==> config.mk <==
export PLATFORM = sky130hd
export DESIGN_NAME = glitch_sweep_ctrl
export DESIGN_NICKNAME = d
export VERILOG_FILES = /design/src/rtl/glitch_sweep_ctrl.sv
export SDC_FILE = /design/constraint.sdc
export NUM_CORES = 1
export LEC_CHECK = 0
export ABC_AREA = 1
export CORE_AREA = 2 2 90 92
export CTS_BUF_LIST = sky130_fd_sc_hd__clkbuf_2
export DETAILED_ROUTE_END_ITERATION = 8
export DIE_AREA = 0 0 92 94
export PLACE_DENSITY = 0.81
export SLEW_MARGIN = 10
export SYNTH_ARGS = -nofsm -noshare
export SYNTH_HDL_FRONTEND = slang
export SYNTH_SLANG_ARGS = --single-unit
==> constraint.sdc <==
create_clock -name CLK -period 2.4 [get_ports CLK]
set_input_delay 0.24 -clock CLK [delete_from_list [all_inputs] [get_ports CLK]]
set_output_delay 0.24 -clock CLK [all_outputs]
set_load 0.03 [all_outputs]
==> src/rtl/glitch_sweep_ctrl.sv <==
// -----------------------------------------------------------------------------
// glitch_sweep_ctrl
//
// Fault-injection sequencer. Each attempt holds the console in reset, releases
// it, waits cur_delay cycles, fires the glitch MOSFET for cur_len cycles, then
// watches the debug port for a success code. The outcome of every attempt is
// reported as a 40-bit record over a valid/ready handshake. On a miss the
// glitch delay is advanced and the next attempt starts. On a win the campaign
// stops in DONE with found held high.
//
// Optional feature: define GLITCH_SWEEP_LEN_EN to sweep the glitch length as
// well (length steps each time the delay wraps). Undefined: length is fixed
// at LEN_MIN and LEN_MAX is not used for sweeping.
//
// Ports:
//   CLK          in   1   system clock
//   RST_N        in   1   synchronous active-low reset
//   start        in   1   one-cycle pulse, begins a campaign (IDLE/DONE only)
//   abort        in   1   level, returns to IDLE (wins over start)
//   debug_code   in   8   debug port, already synchronised to CLK
//   reset_out_n  out  1   console reset, active low
//   glitch_out   out  1   glitch MOSFET drive, active high
//   rep_valid    out  1   report record valid
//   rep_ready    in   1   report record accepted
//   rep_data     out  40  {delay[15:0], len[15:0], code[7:0]}
//   busy         out  1   campaign in progress (not IDLE, not DONE)
//   found        out  1   success code seen in this campaign
// -----------------------------------------------------------------------------
module glitch_sweep_ctrl #(
    parameter logic [15:0] RESET_HOLD = 16'h200,
    parameter logic [15:0] DELAY_MIN  = 16'h001,
    parameter logic [15:0] DELAY_MAX  = 16'h300,
    parameter logic [15:0] LEN_MIN    = 16'h100,
    parameter logic [15:0] LEN_MAX    = 16'h180,
    parameter logic [23:0] OBSERVE    = 24'hF0000,
    parameter logic [7:0]  WIN_A      = 8'h88,
    parameter logic [7:0]  WIN_B      = 8'h25
) (
    input  logic        CLK,
    input  logic        RST_N,
    input  logic        start,
    input  logic        abort,
    input  logic [7:0]  debug_code,
    output logic        reset_out_n,
    output logic        glitch_out,
    output logic        rep_valid,
    input  logic        rep_ready,
    output logic [39:0] rep_data,
    output logic        busy,
    output logic        found
);

`ifdef GLITCH_SWEEP_LEN_EN
    localparam logic LEN_SWEEP = 1'b1;
`else
    localparam logic LEN_SWEEP = 1'b0;
`endif

    typedef enum logic [2:0] {
        S_IDLE, S_RESET, S_DELAY, S_PULSE, S_OBSERVE, S_REPORT, S_DONE
    } state_t;

    state_t      r_state;
    logic [23:0] r_cnt;          // shared phase counter, counts 1..N within a phase
    logic [15:0] r_cur_delay;
    logic [15:0] r_cur_len;
    logic        r_reset_n;
    logic        r_glitch;
    logic        r_rep_valid;
    logic [39:0] r_rep_data;
    logic        r_busy;
    logic        r_found;

    logic        w_win;
    logic [15:0] w_next_len;

    assign w_win = (debug_code == WIN_A) || (debug_code == WIN_B);

    // Length to use after a delay wrap; stays at LEN_MIN when length sweep is off.
    assign w_next_len = (LEN_SWEEP && (r_cur_len < LEN_MAX)) ? r_cur_len + 16'd1 : LEN_MIN;

    always_ff @(posedge CLK) begin
        if (!RST_N) begin
            r_state     <= S_IDLE;
            r_cnt       <= '0;
            r_cur_delay <= DELAY_MIN;
            r_cur_len   <= LEN_MIN;
            r_reset_n   <= 1'b1;
            r_glitch    <= 1'b0;
            r_rep_valid <= 1'b0;
            r_rep_data  <= '0;
            r_busy      <= 1'b0;
            r_found     <= 1'b0;
        end else if (abort) begin
            // Sweep position and found are deliberately kept across an abort.
            r_state     <= S_IDLE;
            r_reset_n   <= 1'b1;
            r_glitch    <= 1'b0;
            r_rep_valid <= 1'b0;
            r_busy      <= 1'b0;
        end else begin
            case (r_state)
                S_IDLE, S_DONE: begin
                    if (start) begin
                        r_state     <= S_RESET;
                        r_cur_delay <= DELAY_MIN;
                        r_cur_len   <= LEN_MIN;
                        r_found     <= 1'b0;
                        r_reset_n   <= 1'b0;
                        r_busy      <= 1'b1;
                        r_cnt       <= 24'd1;
                    end
                end
                S_RESET: begin
                    if (r_cnt == {8'd0, RESET_HOLD}) begin
                        r_reset_n <= 1'b1;
                        r_state   <= S_DELAY;
                        r_cnt     <= 24'd1;
                    end else begin
                        r_cnt <= r_cnt + 24'd1;
                    end
                end
                S_DELAY: begin
                    // The glitch register rises on the last delay cycle's edge so
                    // the pulse starts exactly cur_delay cycles after release.
                    if (r_cnt == {8'd0, r_cur_delay}) begin
                        r_glitch <= 1'b1;
                        r_state  <= S_PULSE;
                        r_cnt    <= 24'd1;
                    end else begin
                        r_cnt <= r_cnt + 24'd1;
                    end
                end
                S_PULSE: begin
                    if (r_cnt == {8'd0, r_cur_len}) begin
                        r_glitch <= 1'b0;
                        r_state  <= S_OBSERVE;
                        r_cnt    <= 24'd1;
                    end else begin
                        r_cnt <= r_cnt + 24'd1;
                    end
                end
                S_OBSERVE: begin
                    // A win on the final window cycle still counts as a win.
                    if (w_win) begin
                        r_rep_valid <= 1'b1;
                        r_rep_data  <= {r_cur_delay, r_cur_len, debug_code};
                        r_found     <= 1'b1;
                        r_state     <= S_REPORT;
                    end else if (r_cnt == OBSERVE) begin
                        r_rep_valid <= 1'b1;
                        r_rep_data  <= {r_cur_delay, r_cur_len, debug_code};
                        r_state     <= S_REPORT;
                    end else begin
                        r_cnt <= r_cnt + 24'd1;
                    end
                end
                S_REPORT: begin
                    // found can only be set here by this attempt's win, since
                    // start clears it at the beginning of the campaign.
                    if (rep_ready) begin
                        r_rep_valid <= 1'b0;
                        if (r_found) begin
                            r_state <= S_DONE;
                            r_busy  <= 1'b0;
                        end else begin
                            if (r_cur_delay < DELAY_MAX) begin
                                r_cur_delay <= r_cur_delay + 16'd1;
                            end else begin
                                r_cur_delay <= DELAY_MIN;
                                r_cur_len   <= w_next_len;
                            end
                            r_state   <= S_RESET;
                            r_reset_n <= 1'b0;
                            r_cnt     <= 24'd1;
                        end
                    end
                end
                default: begin
                    r_state <= S_IDLE;
                    r_busy  <= 1'b0;
                end
            endcase
        end
    end

    assign reset_out_n = r_reset_n;
    assign glitch_out  = r_glitch;
    assign rep_valid   = r_rep_valid;
    assign rep_data    = r_rep_data;
    assign busy        = r_busy;
    assign found       = r_found;

endmodule

# [Word-level counts from Yosys, hierarchy flattened]
# Index checks and enable logic that the tools add are counted.
[op_classes] n_addsub=2 n_lt_le_gt_ge=1 eq_ne=24 muxes=48 bitwise_logic=3 n_reduce_logical=22
[op_table] op="2-to-1 mux 24 bit" count=8
[op_table] op="one-hot mux 24 bit (6 select lines)" count=1
[op_table] op="2-to-1 mux 16 bit" count=8
[op_table] op="2-to-1 mux 40 bit" count=2
[op_table] op="one-hot mux 16 bit (2 select lines)" count=2
[op_table] op="== test 24 x 16 -> 1 bit" count=2
[op_table] op="adder 24 x 1 -> 24 bit (second input constant)" count=1
[op_table] op="== test 24 x 10 -> 1 bit (second input constant)" count=1
[op_table] op="== test 24 x 20 -> 1 bit (second input constant)" count=1
[op_table] op="2-to-1 mux 3 bit" count=8
[op_table] op="!= test 2 bit (second input constant)" count=11
[op_table] op="one-hot mux 3 bit (6 select lines)" count=1
[op_table] op="adder 16 x 1 -> 16 bit (second input constant)" count=1
[op_table] op="less-than comparator 16 x 10 -> 1 bit (second input constant)" count=1
[op_table] op="2-to-1 mux 1 bit" count=13
[op_table] op="AND reduction 6 bit" count=2
[op_table] op="AND reduction 5 bit" count=2
[op_table] op="nonzero test 2 bit" count=5
[op_table] op="== test 3 bit (second input constant)" count=3
[op_table] op="AND reduction 3 bit" count=3
[op_table] op="== test 8 x 6 -> 1 bit (second input constant)" count=1
[op_table] op="== test 8 bit (second input constant)" count=1
[op_table] op="AND reduction 4 bit" count=2
[op_table] op="AND reduction 7 bit" count=1
[op_table] op="12 further kinds" count=19
[word_totals] ff_bits=104 input_bits=13 output_inout_bits=45 wordCells=110

# [Depth between registers and ports, before layout]
[logic_depth] depth_word=5 mapped_depth=13 mapped_depth_nobuf=13

# [Worst setup path before layout]
# No wires, ideal clock.
[synth_timing] path_kind="reg2reg" start="register r_cnt[0]" end="register r_rep_data[25], in the netlist rep_data[25]" arrival_time_ps=1591 required_time_ps=2268 slack_ps=677 stages_incl_launch_ff=13 n_path_buf=1 period_less_slack_ps=1723 cell_sequence="dfxtp_1 inv_1 ha_1 nand2_1 nor2_1 nand2_1 nor2_1 nand3_2 nand2_2 nand2_2 buf_2 nand2_1 a21oi_1"
[synth_via] elab_chain_cells=3
[synth_rtl] item="from (decl)" line_no="64" source="logic [23:0] r_cnt;"
[synth_rtl] item="from (signal assigned)" line_no="120" source="r_cnt <= r_cnt + 24'd1;"
[synth_rtl] item="from (signal assigned)" line_no="131" source="r_cnt <= r_cnt + 24'd1;"
[synth_rtl] item="from (signal assigned)" line_no="140" source="r_cnt <= r_cnt + 24'd1;"
[synth_rtl] item="== test 24 x 20 -> 1 bit" line_no="150" source="end else if (r_cnt == OBSERVE) begin"
[synth_rtl] item="nonzero test 2 bit (no line)"
[synth_rtl] item="AND reduction 3 bit (no line)"
[synth_rtl] item="to (signal assigned)" line_no="147" source="r_rep_data <= {r_cur_delay, r_cur_len, debug_code};"
[synth_rtl] item="to (signal assigned)" line_no="152" source="r_rep_data <= {r_cur_delay, r_cur_len, debug_code};"
[synth_rtl] item="to (decl)" line_no="70" source="logic [39:0] r_rep_data;"
# No other way between the ends.
# A chain may end at the register's enable or synchronous reset.

# [Final worst setup path]
[layout_timing] start="register r_cnt[1]" end="register r_cnt[18]"
[layout_via] elab_chain_cells=4 word_cells_on_any_way=13
[layout_rtl] item="adder 24 x 1 -> 24 bit"
[layout_rtl] item="2-to-1 mux 24 bit" line_no="150"
[layout_rtl] item="2-to-1 mux 24 bit" line_no="145" source="if (w_win) begin"
[layout_rtl] item="one-hot mux 24 bit (6 select lines)" line_no="102" source="case (r_state)"
# Several ways; a longest one is shown, not always the timed one. The select of a mux whose other input is x is not followed.

==> impl_metrics.ini <==
[critical_path]
rr_worst_depth = 12
arrival_ps = 2520
r2r_slack_ps = 320
rr_endpoint = r_cnt[18]
endpoint = r_cnt[18]
critPathLaunch = r_cnt[1]
path_class = reg -> reg
regToRegStartpoint = r_cnt[1]
cp-start-kind = flip-flop
critical_path_required_ps = 2840
critPathMaxFanout = 18
end_kind = flip-flop

[global_route]
grt_usage = 0.271
grt_start_max_net_pins = 33
antenna_found_initial = 0
grt_overflow = 0
grt_first_pass_wirelength_um = 18700
grt_pass1_vias = 4030

[timing]
timing.final.crit_share = 0.868
slew_violations = 0
period_minus_slack_ps = 2080
finalHoldViolations = 0
clock_skew_ps = 31.7
hold_slack_ps = 282
tns_ps = 0
finalSetupViolCount = 0
rsz0062_at_grt = no
fmax_mhz = 480
layout_setup_ws_ps = 318

[logic_synthesis]
yosys-top-cells-area = dfxtp_1 34%, nand2_1 17%, nor2_1 9.1%, nand3_1 7.0%, inv_1 6.1%
ys_dominant_reg_cell = dfxtp_1
ys_seq_area_frac = 0.340
synthTopCellsByCount = 200 x nand2_1, 104 x nor2_1, 73 x dfxtp_1
synth-warning-count = 0
synth_seq_cells = 73
synth-edff-count = 0
synth_async_sr_flop_share = 0
syn_inst = 677
syn_area_sq_mm = 0.00430
synthDominantCellAreaShare = 0.340
synth_most_common_cell = nand2_1
synth.distinct_cells = 40
syn_area_per_cell_sq_um = 6.35
yosysTopAreaCell = dfxtp_1

[outcome]
status = finished, final reports clean

[floorplanning]
die_w_um = 92
num_rows = 32
io_pins = 58
initial_core_util = 0.565
die_h_um = 94
core_area_sq_mm = 0.00761
die_area_sq_mm = 0.00865

[run]
maxCapViolCount = 0

[layout]
area_growth_pct = 13.4
fin_cells = 828
layout.nets = 737
antenna_cells = 0
final_area_sq_mm = 0.00488
utilization = 0.641
drive_gt1_frac = 0.0758

[clocking]
worstSkewPairLatency_ps = 540
post-cts-setup-buffers = 0
h-tree-depth = 3
postCtsResizedCells = 0
clock_sinks = 73
cts_tree = yes
numCtsBuffers = 9
clkTransAtPathRegs_ps = 220
cts_buffer_depth = 2
ctsHoldBuffers = 0
ctsRootBufferMaster = clkbuf_2

[route]
ant_nets = 0
remaining_drc_errors = 0
routed-via-count = 4383
drtIter0Drc = 411
wl_um = 11300
viasPerCell = 5.29
wl_per_cell_um = 13.6
firstDrtPassIters = 6

[power]
p_per_area_mw_per_mm2 = 511
finalPower_mw = 2.49
irDropWorstVdd_uv = 268
p_leak_nw = 1.91

[hold_path]
hold_path_class = in -> reg

[placement]
dpl_cell_area_sq_mm = 0.00476
post-place-ws_ps = 325
place.gp.congestion = 0.933
port_buffers = 42
dp_hpwl_um = 8270
dp_cells = 812
==> power breakdown <==
part | total (mW) | internal [mW] | switching [mW]
clock network | 0.735 | 0.250 | 0.485
logic | 0.502 | 0.150 | 0.352
registers | 1.26 | 1.23 | 0.0218
total | 2.49 | 1.63 | 0.858
==> layout make-up <==
cell class	count	area [sq um]
clock buffers	9	45.0
inverters	77	294
flip-flops and latches	73	1460
clock inverters	7	77.6
well taps	102	128
repair buffers	51	488
fillers	685	2730
multi-input cells	509	2380
==> kinds of logic (layout without fill, tap and decap cells) <==
group	count (synthesis)	count (layout)	synth area share
XOR/XNOR	12	12	0.0244
buffers and inverters	109	144	0.118
flip-flops	73	73	0.340
AO/OA/AOI/OAI	63	63	0.0829
AND/OR/NAND/NOR	416	416	0.425
other	1	15	0.000872
adder cells (fa/ha/maj)	3	3	0.00873
==> cells in the final DEF, fill, tap and decap left out, types with 5 or more instances in the layout <==
master           instances
inv_1                   70
nand3_1                 60
nor3_1                  20
conb_1                  15
clkdlybuf4s50_1         42
inv_2                    5
dfxtp_1                 73
nor2_1                 104
nand4_1                  7
clkbuf_2                 9
buf_4                    9
a21oi_1                 44
xor2_1                   8
nand2_1                200
==> worst min path at each step <==
stage	start	to	slack, ps	depth (start not counted)
floorplan	debug_code[0]	rep_data[0]	410	2
finish	debug_code[1]	rep_data[1]	280	3
CTS	debug_code[1]	rep_data[1]	270	3
global route	debug_code[1]	rep_data[1]	300	3
detailed placement	rep_data[3]	rep_data[3]	450	2
global placement	rep_data[16]	rep_data[16]	440	2
==> worst max-delay path, cell delays in order (launching register included) <==
cell and delay, ps:
dfxtp_1 480, inv_1 90, ha_1 210, nand2_1 80
nor2_1 40, nand2_1 90, nor2_1 70, nand3_2 120
nand3_4 230, inv_6 230, nand4_4 130, inv_1 150
nor2_1 60
==> flip-flops by register name (all words and copies together) (netlist names) <==
signal       cells
rep_data        25
r_cnt           24
r_cur_delay     16
r_state          3
busy             1
found            1
glitch_out       1
rep_valid        1
reset_out_n      1
==> layer usage <==
layer  vias up  routed length (um)  GRT usage
met5         -                   0          0
met4         0                 226      0.109
met3        23                 862     0.0465
met2       165                5200      0.441
met1      1988                4990      0.360
li1       2207                   -          -
No activity file was read; power rests on OpenSTA's default activity.
